--- src/rtl/nn_pkg.sv ---
// Shared types and sizing helpers for the masked dense-layer datapath.
package nn_pkg;

  typedef enum logic [2:0] {
    IDLE,
    LOAD,
    MAC,
    DRAIN,
    OUT
  } state_t;

  // Share width: a full WIDTH x WIDTH product plus headroom for N_IN terms and the bias.
  function automatic int acc_w(input int width, input int n_in);
    return 2 * width + $clog2(n_in + 1);
  endfunction

  localparam int SHARE_W_MAX = 64;

  typedef struct packed {
    logic [SHARE_W_MAX-1:0] s0;
    logic [SHARE_W_MAX-1:0] s1;
  } share_pair_t;

endpackage

--- src/rtl/share_mac.sv ---
// Modular multiply-accumulate on one arithmetic share; wraps mod 2^W.
module share_mac #(
  parameter int W = 18
) (
  input  logic         clk,
  input  logic         rst,
  input  logic         clr,
  input  logic         en,
  input  logic [W-1:0] w,
  input  logic [W-1:0] x,
  output logic [W-1:0] acc
);

  always_ff @(posedge clk or posedge rst) begin
    if (rst)      acc <= '0;
    else if (clr) acc <= '0;
    else if (en)  acc <= acc + w * x;
  end

endmodule

--- src/rtl/masked_dense_layer_seq.sv ---
// Time-multiplexed dense layer on two additive shares, one masked MAC per cycle.
// state | meaning
// IDLE  | waiting for start
// LOAD  | collecting N_IN input share pairs
// MAC   | issuing weight addresses k=0..N_IN for neuron j
// DRAIN | last weight-memory word (bias) arrives
// OUT   | re-masked result held until out_ready
module masked_dense_layer_seq
  import nn_pkg::*;
#(
  parameter int N_IN   = 10,
  parameter int N_OUT  = 10,
  parameter int WIDTH  = 16,
  parameter int FRAC   = 8,
  parameter int MASKED = 1,
  localparam int ACC_W = acc_w(WIDTH, N_IN),
  localparam int AW    = $clog2(N_OUT * (N_IN + 1)),
  localparam int IW    = (N_OUT > 1) ? $clog2(N_OUT) : 1
) (
  input  logic             clk,
  input  logic             rst,
  input  logic             start,
  output logic             busy,
  output logic             done,
  input  logic             in_valid,
  output logic             in_ready,
  input  logic [ACC_W-1:0] in_x0,
  input  logic [ACC_W-1:0] in_x1,
  output logic             w_rd,
  output logic [AW-1:0]    w_addr,
  input  logic [WIDTH-1:0] w_data,
  input  logic [ACC_W-1:0] rnd,
  output logic             out_valid,
  input  logic             out_ready,
  output logic [IW-1:0]    out_idx,
  output logic [ACC_W-1:0] out_y0,
  output logic [ACC_W-1:0] out_y1
);

  localparam int KW = $clog2(N_IN + 1);
  localparam int BW = (N_IN > 1) ? $clog2(N_IN) : 1;

  state_t state, state_nxt;

  logic [BW-1:0]    i_q;
  logic [KW-1:0]    k_q;
  logic [BW-1:0]    kd_q;
  logic             prod_en_q;
  logic [IW-1:0]    j_q;
  logic [AW-1:0]    addr_q;
  logic [ACC_W-1:0] buf0 [N_IN];
  logic [ACC_W-1:0] buf1 [N_IN];
  logic [ACC_W-1:0] acc0, acc1, w_ext, bias_ext, rnd_m, x1_m;
  logic             load_hs, out_hs, last_in, last_k, last_j, acc_clr;

  assign w_ext    = {{(ACC_W - WIDTH){w_data[WIDTH-1]}}, w_data};
  assign bias_ext = w_ext << FRAC;
  assign rnd_m    = (MASKED != 0) ? rnd : '0;
  assign x1_m     = (MASKED != 0) ? in_x1 : '0;

  assign load_hs  = (state == LOAD) && in_valid;
  assign out_hs   = (state == OUT) && out_ready;
  assign last_in  = (i_q == BW'(N_IN - 1));
  assign last_k   = (k_q == KW'(N_IN));
  assign last_j   = (j_q == IW'(N_OUT - 1));
  assign acc_clr  = (load_hs && last_in) || (out_hs && !last_j);

  assign out_valid = (state == OUT);
  assign w_addr    = w_rd ? addr_q : '0;

  always_ff @(posedge clk or posedge rst) begin
    if (rst) state <= IDLE;
    else     state <= state_nxt;
  end

  always_comb begin
    state_nxt = state;
    busy      = 1'b1;
    in_ready  = 1'b0;
    w_rd      = 1'b0;
    case (state)
      IDLE: begin
        busy = 1'b0;
        if (start) state_nxt = LOAD;
      end
      LOAD: begin
        in_ready = 1'b1;
        if (in_valid && last_in) state_nxt = MAC;
      end
      MAC: begin
        w_rd = 1'b1;
        if (last_k) state_nxt = DRAIN;
      end
      DRAIN:   state_nxt = OUT;
      OUT:     if (out_ready) state_nxt = last_j ? IDLE : MAC;
      default: state_nxt = IDLE;
    endcase
  end

  // Bias is folded straight into the output load so OUT follows DRAIN directly.
  always_ff @(posedge clk or posedge rst) begin
    if (rst) begin
      i_q       <= '0;
      k_q       <= '0;
      kd_q      <= '0;
      prod_en_q <= 1'b0;
      j_q       <= '0;
      addr_q    <= '0;
      done      <= 1'b0;
      out_idx   <= '0;
      out_y0    <= '0;
      out_y1    <= '0;
    end else begin
      done      <= out_hs && last_j;
      prod_en_q <= (state == MAC) && !last_k;
      kd_q      <= k_q[BW-1:0];
      if ((state == IDLE) && start) i_q <= '0;
      else if (load_hs)             i_q <= i_q + 1'b1;
      if (load_hs && last_in) begin
        j_q    <= '0;
        k_q    <= '0;
        addr_q <= '0;
      end else if (state == MAC) begin
        k_q    <= k_q + 1'b1;
        addr_q <= addr_q + 1'b1;
      end else if (out_hs && !last_j) begin
        j_q <= j_q + 1'b1;
        k_q <= '0;
      end
      if (state == DRAIN) begin
        out_y0  <= acc0 + bias_ext + rnd_m;
        out_y1  <= acc1 - rnd_m;
        out_idx <= j_q;
      end
    end
  end

  always_ff @(posedge clk or posedge rst) begin
    if (rst) begin
      for (int n = 0; n < N_IN; n++) begin
        buf0[n] <= '0;
        buf1[n] <= '0;
      end
    end else if (load_hs) begin
      buf0[i_q] <= in_x0;
      buf1[i_q] <= x1_m;
    end
  end

  share_mac #(.W(ACC_W)) u_mac0 (
    .clk (clk),
    .rst (rst),
    .clr (acc_clr),
    .en  (prod_en_q),
    .w   (w_ext),
    .x   (buf0[kd_q]),
    .acc (acc0)
  );

  share_mac #(.W(ACC_W)) u_mac1 (
    .clk (clk),
    .rst (rst),
    .clr (acc_clr),
    .en  (prod_en_q),
    .w   (w_ext),
    .x   (buf1[kd_q]),
    .acc (acc1)
  );

endmodule

--- config.mk ---
export PLATFORM = sky130hd
export DESIGN_NAME = masked_dense_layer_seq
export DESIGN_NICKNAME = d
export VERILOG_FILES = /design/src/rtl/nn_pkg.sv /design/src/rtl/share_mac.sv /design/src/rtl/masked_dense_layer_seq.sv
export SDC_FILE = /design/constraint.sdc
export NUM_CORES = 2
export LEC_CHECK = 0
export CAP_MARGIN = 20
export CORE_UTILIZATION = 40
export CTS_CLUSTER_SIZE = 28
export DETAILED_ROUTE_END_ITERATION = 16
export DONT_BUFFER_PORTS = 1
export PLACE_DENSITY_LB_ADDON = 0.3
export SYNTH_ARGS = -nofsm -noshare
export SYNTH_HDL_FRONTEND = slang
export SYNTH_SLANG_ARGS = --single-unit
export TNS_END_PERCENT = 100
--- constraint.sdc ---
create_clock -name clk -period 48.6 [get_ports clk]
set_input_delay 7.29 -clock clk [delete_from_list [all_inputs] [get_ports clk]]
set_output_delay 7.29 -clock clk [all_outputs]
set_load 0.02 [all_outputs]
; ---- Word-level counts from Yosys, hierarchy flattened
; Index checks and enable logic that the tools add are counted.
[totals]
in_bits = 129
elab_cells = 115
regBits = 896
output_inout_bits = 88
[op_classes]
n_eq_ne = 12
n_reduce_logical = 20
mul = 2
bitwise_logic = 2
order_cmp = 3
add_sub_neg = 9
muxes = 34
[op_table]
columns = op, n
row1 = 360-bit bitwise mux, 2
row2 = 36-bit two-way mux, 9
row3 = 36-bit binary-select mux with 4-bit select, 2
row4 = 36-bit adder, 4
row5 = 36-bit demux with 4-bit select, 1
row6 = 16-bit by 36-bit multiplier with 36-bit output, 2
row7 = 36-bit subtractor, 1
row8 = 4-bit two-way mux, 8
row9 = 7-bit two-way mux, 3
row10 = 3-bit case mux with 5 select lines, 1
row11 = 4-bit by 1-bit adder with 4-bit output (second input constant), 3
row12 = 4-bit == test (second input constant), 3
row13 = 3-bit two-way mux, 4
row14 = 5-bit greater-or-equal comparator (second input constant), 2
row15 = 4-bit inverter with 5-bit output, 2
row16 = 1-bit logical AND, 9
row17 = 2-bit nonzero test, 4
row18 = 7-bit by 1-bit adder with 7-bit output (second input constant), 1
row19 = 3-bit by 2-bit == test with 1-bit output (second input constant), 2
row20 = 2-bit by 1-bit != test with 1-bit output (second input constant), 3
row21 = 5-bit by 1-bit less-than comparator with 1-bit output (second input constant), 1
row22 = 2-bit != test (second input constant), 2
row23 = 4-bit AND reduction, 1
row24 = 3-bit by 1-bit == test with 1-bit output (second input constant), 1
row25 = other kinds (8), 11

; ---- Longest topological paths before layout
[depth]
word_depth = 8
mapped_depth = 38
ltp_nobuf = 29

; ---- By module
; Synthesis repeated with hierarchy kept, for this count alone.
[hier_totals]
hier_cells = 8226
area_unflattened_um2 = 86798.2
[by_module_without_submodules]
columns = mod, seq_area_each_um2, instances, area_per_inst_um2, cells_each
row1 = masked_dense_layer_seq, 20619.8, 1, 41205.8, 3140
row2 = share_mac at u_mac0, 900.9, 1, 22818.1, 2548
row3 = share_mac at u_mac1, 900.9, 1, 22774.3, 2538

; ---- Worst setup path before layout
; No wires, ideal clock.
[synth_timing]
path_type = input -> register
start = input w_data[2]
end = register u_mac0.acc[34]
t_required_ns = 48.468
setup_ns = 0.132
arrival_ns = 13.315
cell_stages = 24
slack_ns = 35.153
n_path_buf = 2
path_cell_list = clkbuf_1 clkbuf_1 nand2_1 fa_1 fa_1 fa_1 inv_1 fa_1 fa_1 inv_1 fa_1 inv_1 ha_1 a21o_1 a21o_1 a221o_1 a21oi_1 a22o_1 o21ai_0 a221o_1 a21oi_1 xnor2_1 mux2i_1 nor2_1
[synth_between]
elab_chain_cells = 4
[synth_rtl]
columns = element, line_no
row1 = from (decl), masked_dense_layer_seq.sv:31  ; input logic [WIDTH-1:0] w_data,
row2 = 16-bit by 36-bit multiplier with 36-bit output, share_mac.sv:17  ; else if (en) acc <= acc + w * x;
row3 = 36-bit adder, share_mac.sv:17
row4 = 36-bit two-way mux, share_mac.sv:17
row5 = 36-bit two-way mux, share_mac.sv:16  ; else if (clr) acc <= '0;
row6 = to (signal assigned), share_mac.sv:17
row7 = to (decl), share_mac.sv:11  ; output logic [W-1:0] acc
; Every way passes these cells. The select of a mux whose other input is x is not followed.
; A chain may end at the register's enable or synchronous reset.

; ---- Worst setup path after layout
[layout_timing]
start = input w_data[15]
end = register u_mac1.acc[35]
[layout_between]
elab_chain_cells = 4
[layout_rtl]
columns = element, line_no
row1 = 16-bit by 36-bit multiplier with 36-bit output, share_mac.sv:17
row2 = 36-bit adder, share_mac.sv:17
row3 = 36-bit two-way mux, share_mac.sv:17
row4 = 36-bit two-way mux, share_mac.sv:16
row5 = to (signal assigned), share_mac.sv:17
row6 = to (decl), share_mac.sv:11
; Every way passes these cells. The select of a mux whose other input is x is not followed.

==> impl_metrics.tcl <==
set metrics [dict create \
    dp_hpwl_um 136000 \
    max_stage_delay_ns 0.52 \
    final_cells 9081 \
    post_cts_buffers 0 \
    worst_pin_slew_ns 1.04 \
    final_cell_mix "inv_1, dfrtp_1, nand2_1, fa_1, mux2_2" \
    syn-cell-area_um2 73300 \
    row_count 156 \
    cts_buffers 100 \
    tns_ns 0 \
    ctsRootBufferMaster "clkbuf_16" \
    worstPathMaxFanout 32 \
    rsz0062_at_grt "no" \
    r2r_end "u_mac1.acc[35]" \
    clock_latency_ns 0.76 \
    seq_area_um2 22400 \
    hp-class "reg2reg" \
    layout_commonest_cell "inv_1" \
    cts_tree "built" \
    grt_pass1_wl_um 313000 \
    htreeDepth 3 \
    io_pins 217 \
    yosys_warnings 0 \
    place_inst 8893 \
    maxCapViolations 0 \
    max-slew-margin-rel 0.306 \
    grt_max_degree 109 \
    cp_num_buf_inv 4 \
    multi_input_area_um2 45200 \
    synth_seq_area_share 0.306 \
    finClkSkew_ns 0.0589 \
    post-route-period-util 0.276 \
    first_iter_violations 2906 \
    ys_types 81 \
    timing.critical_path.from "w_data[15]" \
    fin_nets 7868 \
    crit_path_end "u_mac1.acc[35]" \
    synth_area_per_cell_um2 10.7 \
    coreArea_um2 181000 \
    drt_first_pass_iters 6 \
    dieArea_um2 185000 \
    final-setup-viol-count 0 \
    drc 0 \
    ant_nets 0 \
    initial_core_util 0.404 \
    critPathKind "in2reg" \
    r2r_cells 28 \
    wirelength_met1_um 88400 \
    clock_path_buffers 3 \
    finalCriticalPeriod_ns 13.41 \
    critPathLaunchType "input pin" \
    ff2ff_setup_slack_ns 38.60 \
    ctsHoldBuffers 0 \
    syn_to_final_growth_pct 6.91 \
    port_buffers 0 \
    n_fill_cell 17000 \
    final_hold_viol_count 0 \
    status "completed" \
    critPathSlowestCell "fa_1" \
    wire_per_inst_um 21.8 \
    met3_wirelength_um 13300 \
    worstPathArrival_ns 13.99 \
    gr-total-overflow 0 \
    wl_met2_um 92000 \
    crit_chain "clkinv_1 > buf_4 > nor2_1 > fa_1 > fa_1 > fa_1 > fa_1 > fa_1 > inv_1 > fa_1 > inv_1 > ha_1 > nand4_1 > or2_2 > nor3_1 > o311ai_0 > o21ai_0 > a21oi_1 > o31ai_1 > a21o_1 > a21oi_1 > xnor2_1 > a21oi_1" \
    first_global_vias 51900 \
    fmaxAchievable_ghz 0.0746 \
    grt_antenna_before_repair 7 \
    ys_seq_elements 896 \
    synthFlopType "dfrtp_1" \
    via_per_inst 5.33 \
    layout-drive-gt1-share 0.159 \
    clkTransAtPathRegs_ns 0.07 \
    dieWidth_um 430 \
    top_layer "met4" \
    cp_data_required_time_ns 49.19 \
    cts_sinks 896 \
    die-height_um 430 \
    post-place-ws_ns 34.55 \
    worst_slack_ns 35.19 \
    place.gp.congestion 0.854 \
    vias 48400 \
    synthArstFlopShare 1.00 \
    crit_top_cell "fa_1" \
    maxSlewViolCount 0 \
    cts-resized-gates 0 \
    wl_um 198000 \
    crit_family "adder cells" \
    synth-edff-count 0 \
    end_kind "flop" \
    syn_nets 8088 \
    syn_inst 6846 \
    timing.rr.start "kd_q[1]" \
    path_depth 23 \
    grt_usage 0.219 \
]
flip-flops by register name, indices dropped and copies added, names as in the netlist:
signal      flops
addr_q          7
buf0          360
buf1          360
done            1
i_q             4
j_q             4
k_q             4
kd_q            4
out_idx         4
out_y0         36
out_y1         36
prod_en_q       1
state           3
u_mac0.acc     36
u_mac1.acc     36
cells in the mapped netlist, drive strengths merged (6+ instances only):
library cell  number  area (um^2)
o221ai             8         70.1
nand4             18          113
o21a              14          105
mux4             117         2680
and3               9         56.3
nor3b              9         67.6
a221oi             6         52.6
xor2              56          490
buf              174         1200
o31ai             11         82.6
or3               10         62.6
o21ai            183          923
fa               817        16400
nand2b            32          200
mux2i            181         1810
o22ai             17          145
dfrtp            896        22400
ha               296         3700
o21bai            18          135
nand2            894         3360
nor2b             26          163
nand3             34          170
xnor2            130         1170
mux2             648         7300
a21oi            167          836
a21o              80          601
nor3              22          110
clkbuf           252          947
a211oi            17          133
a31oi             16          100
inv              974         3660
and2             395         2470
nor2             236          886
a221o             16          160
cells by family (layout without fill, tap and decap cells):
family / after synthesis / count (layout) / share of synthesized area
AND/OR/NAND/NOR: 1707 / 1707 / 0.107
other: 0 / 3 / 0
AO/OA/AOI/OAI: 597 / 597 / 0.0511
adder cells (fa/ha/maj): 1113 / 1113 / 0.274
flip-flops: 896 / 896 / 0.306
buffers and inverters: 1401 / 1263 / 0.0793
multiplexers: 946 / 946 / 0.161
XOR/XNOR: 186 / 186 / 0.0226
how the worst min path moves through the flow:
| stage | startpoint | to | slack (ns) | depth (start not counted) |
|---|---|---|---|---|
| finish | k_q[2] | kd_q[2] | 0.43 | 0 |
| global route | k_q[3] | kd_q[3] | 0.46 | 0 |
| CTS | k_q[2] | kd_q[2] | 0.44 | 0 |
| detailed placement | k_q[2] | kd_q[2] | 0.40 | 0 |
| global placement | k_q[2] | kd_q[2] | 0.41 | 0 |
| floorplan | k_q[2] | kd_q[2] | 0.37 | 0 |
layer usage:
layer | GRT usage | vias up
met1 | 0.297 | 25500
met5 | 0 | -
met2 | 0.355 | 1174
met4 | 0.0533 | 0
li1 | - | 21400
met3 | 0.0467 | 242
worst reg2reg max path: cells and delay by family, from the launching register on:
kind	cells	cell delay [ns]
AO/OA/AOI/OAI	9	2.41
XOR/XNOR	1	0.13
adder cells (fa/ha/maj)	7	3.26
buffers and inverters	6	1.63
flip-flops	1	0.79
multiplexers	1	0.48
AND/OR/NAND/NOR	4	1.15
cell type report:
cell class,instances,area share
Tap cell,2370,0.0378
Timing Repair Buffer,104,0.0102
Inverter,975,0.0468
Clock buffer,146,0.0369
Multi-Input combinational cell,4549,0.576
Sequential cell,896,0.286
Clock inverter,38,0.00567
Antenna cell,3,0.0000958
through the flow:
stage	utilization	hold WS [ns]	area (um^2)
after floorplan	-	0.374	73300
after global placement	0.414	0.408	75000
after detailed placement	0.414	0.401	75000
after CTS	0.432	0.437	78400
after global routing	0.432	0.456	78400
final	0.432	0.429	78400
Power is left out: the tool's default activity adds up to more than one toggle a clock period on the data nets, which glitch-free logic cannot reach.
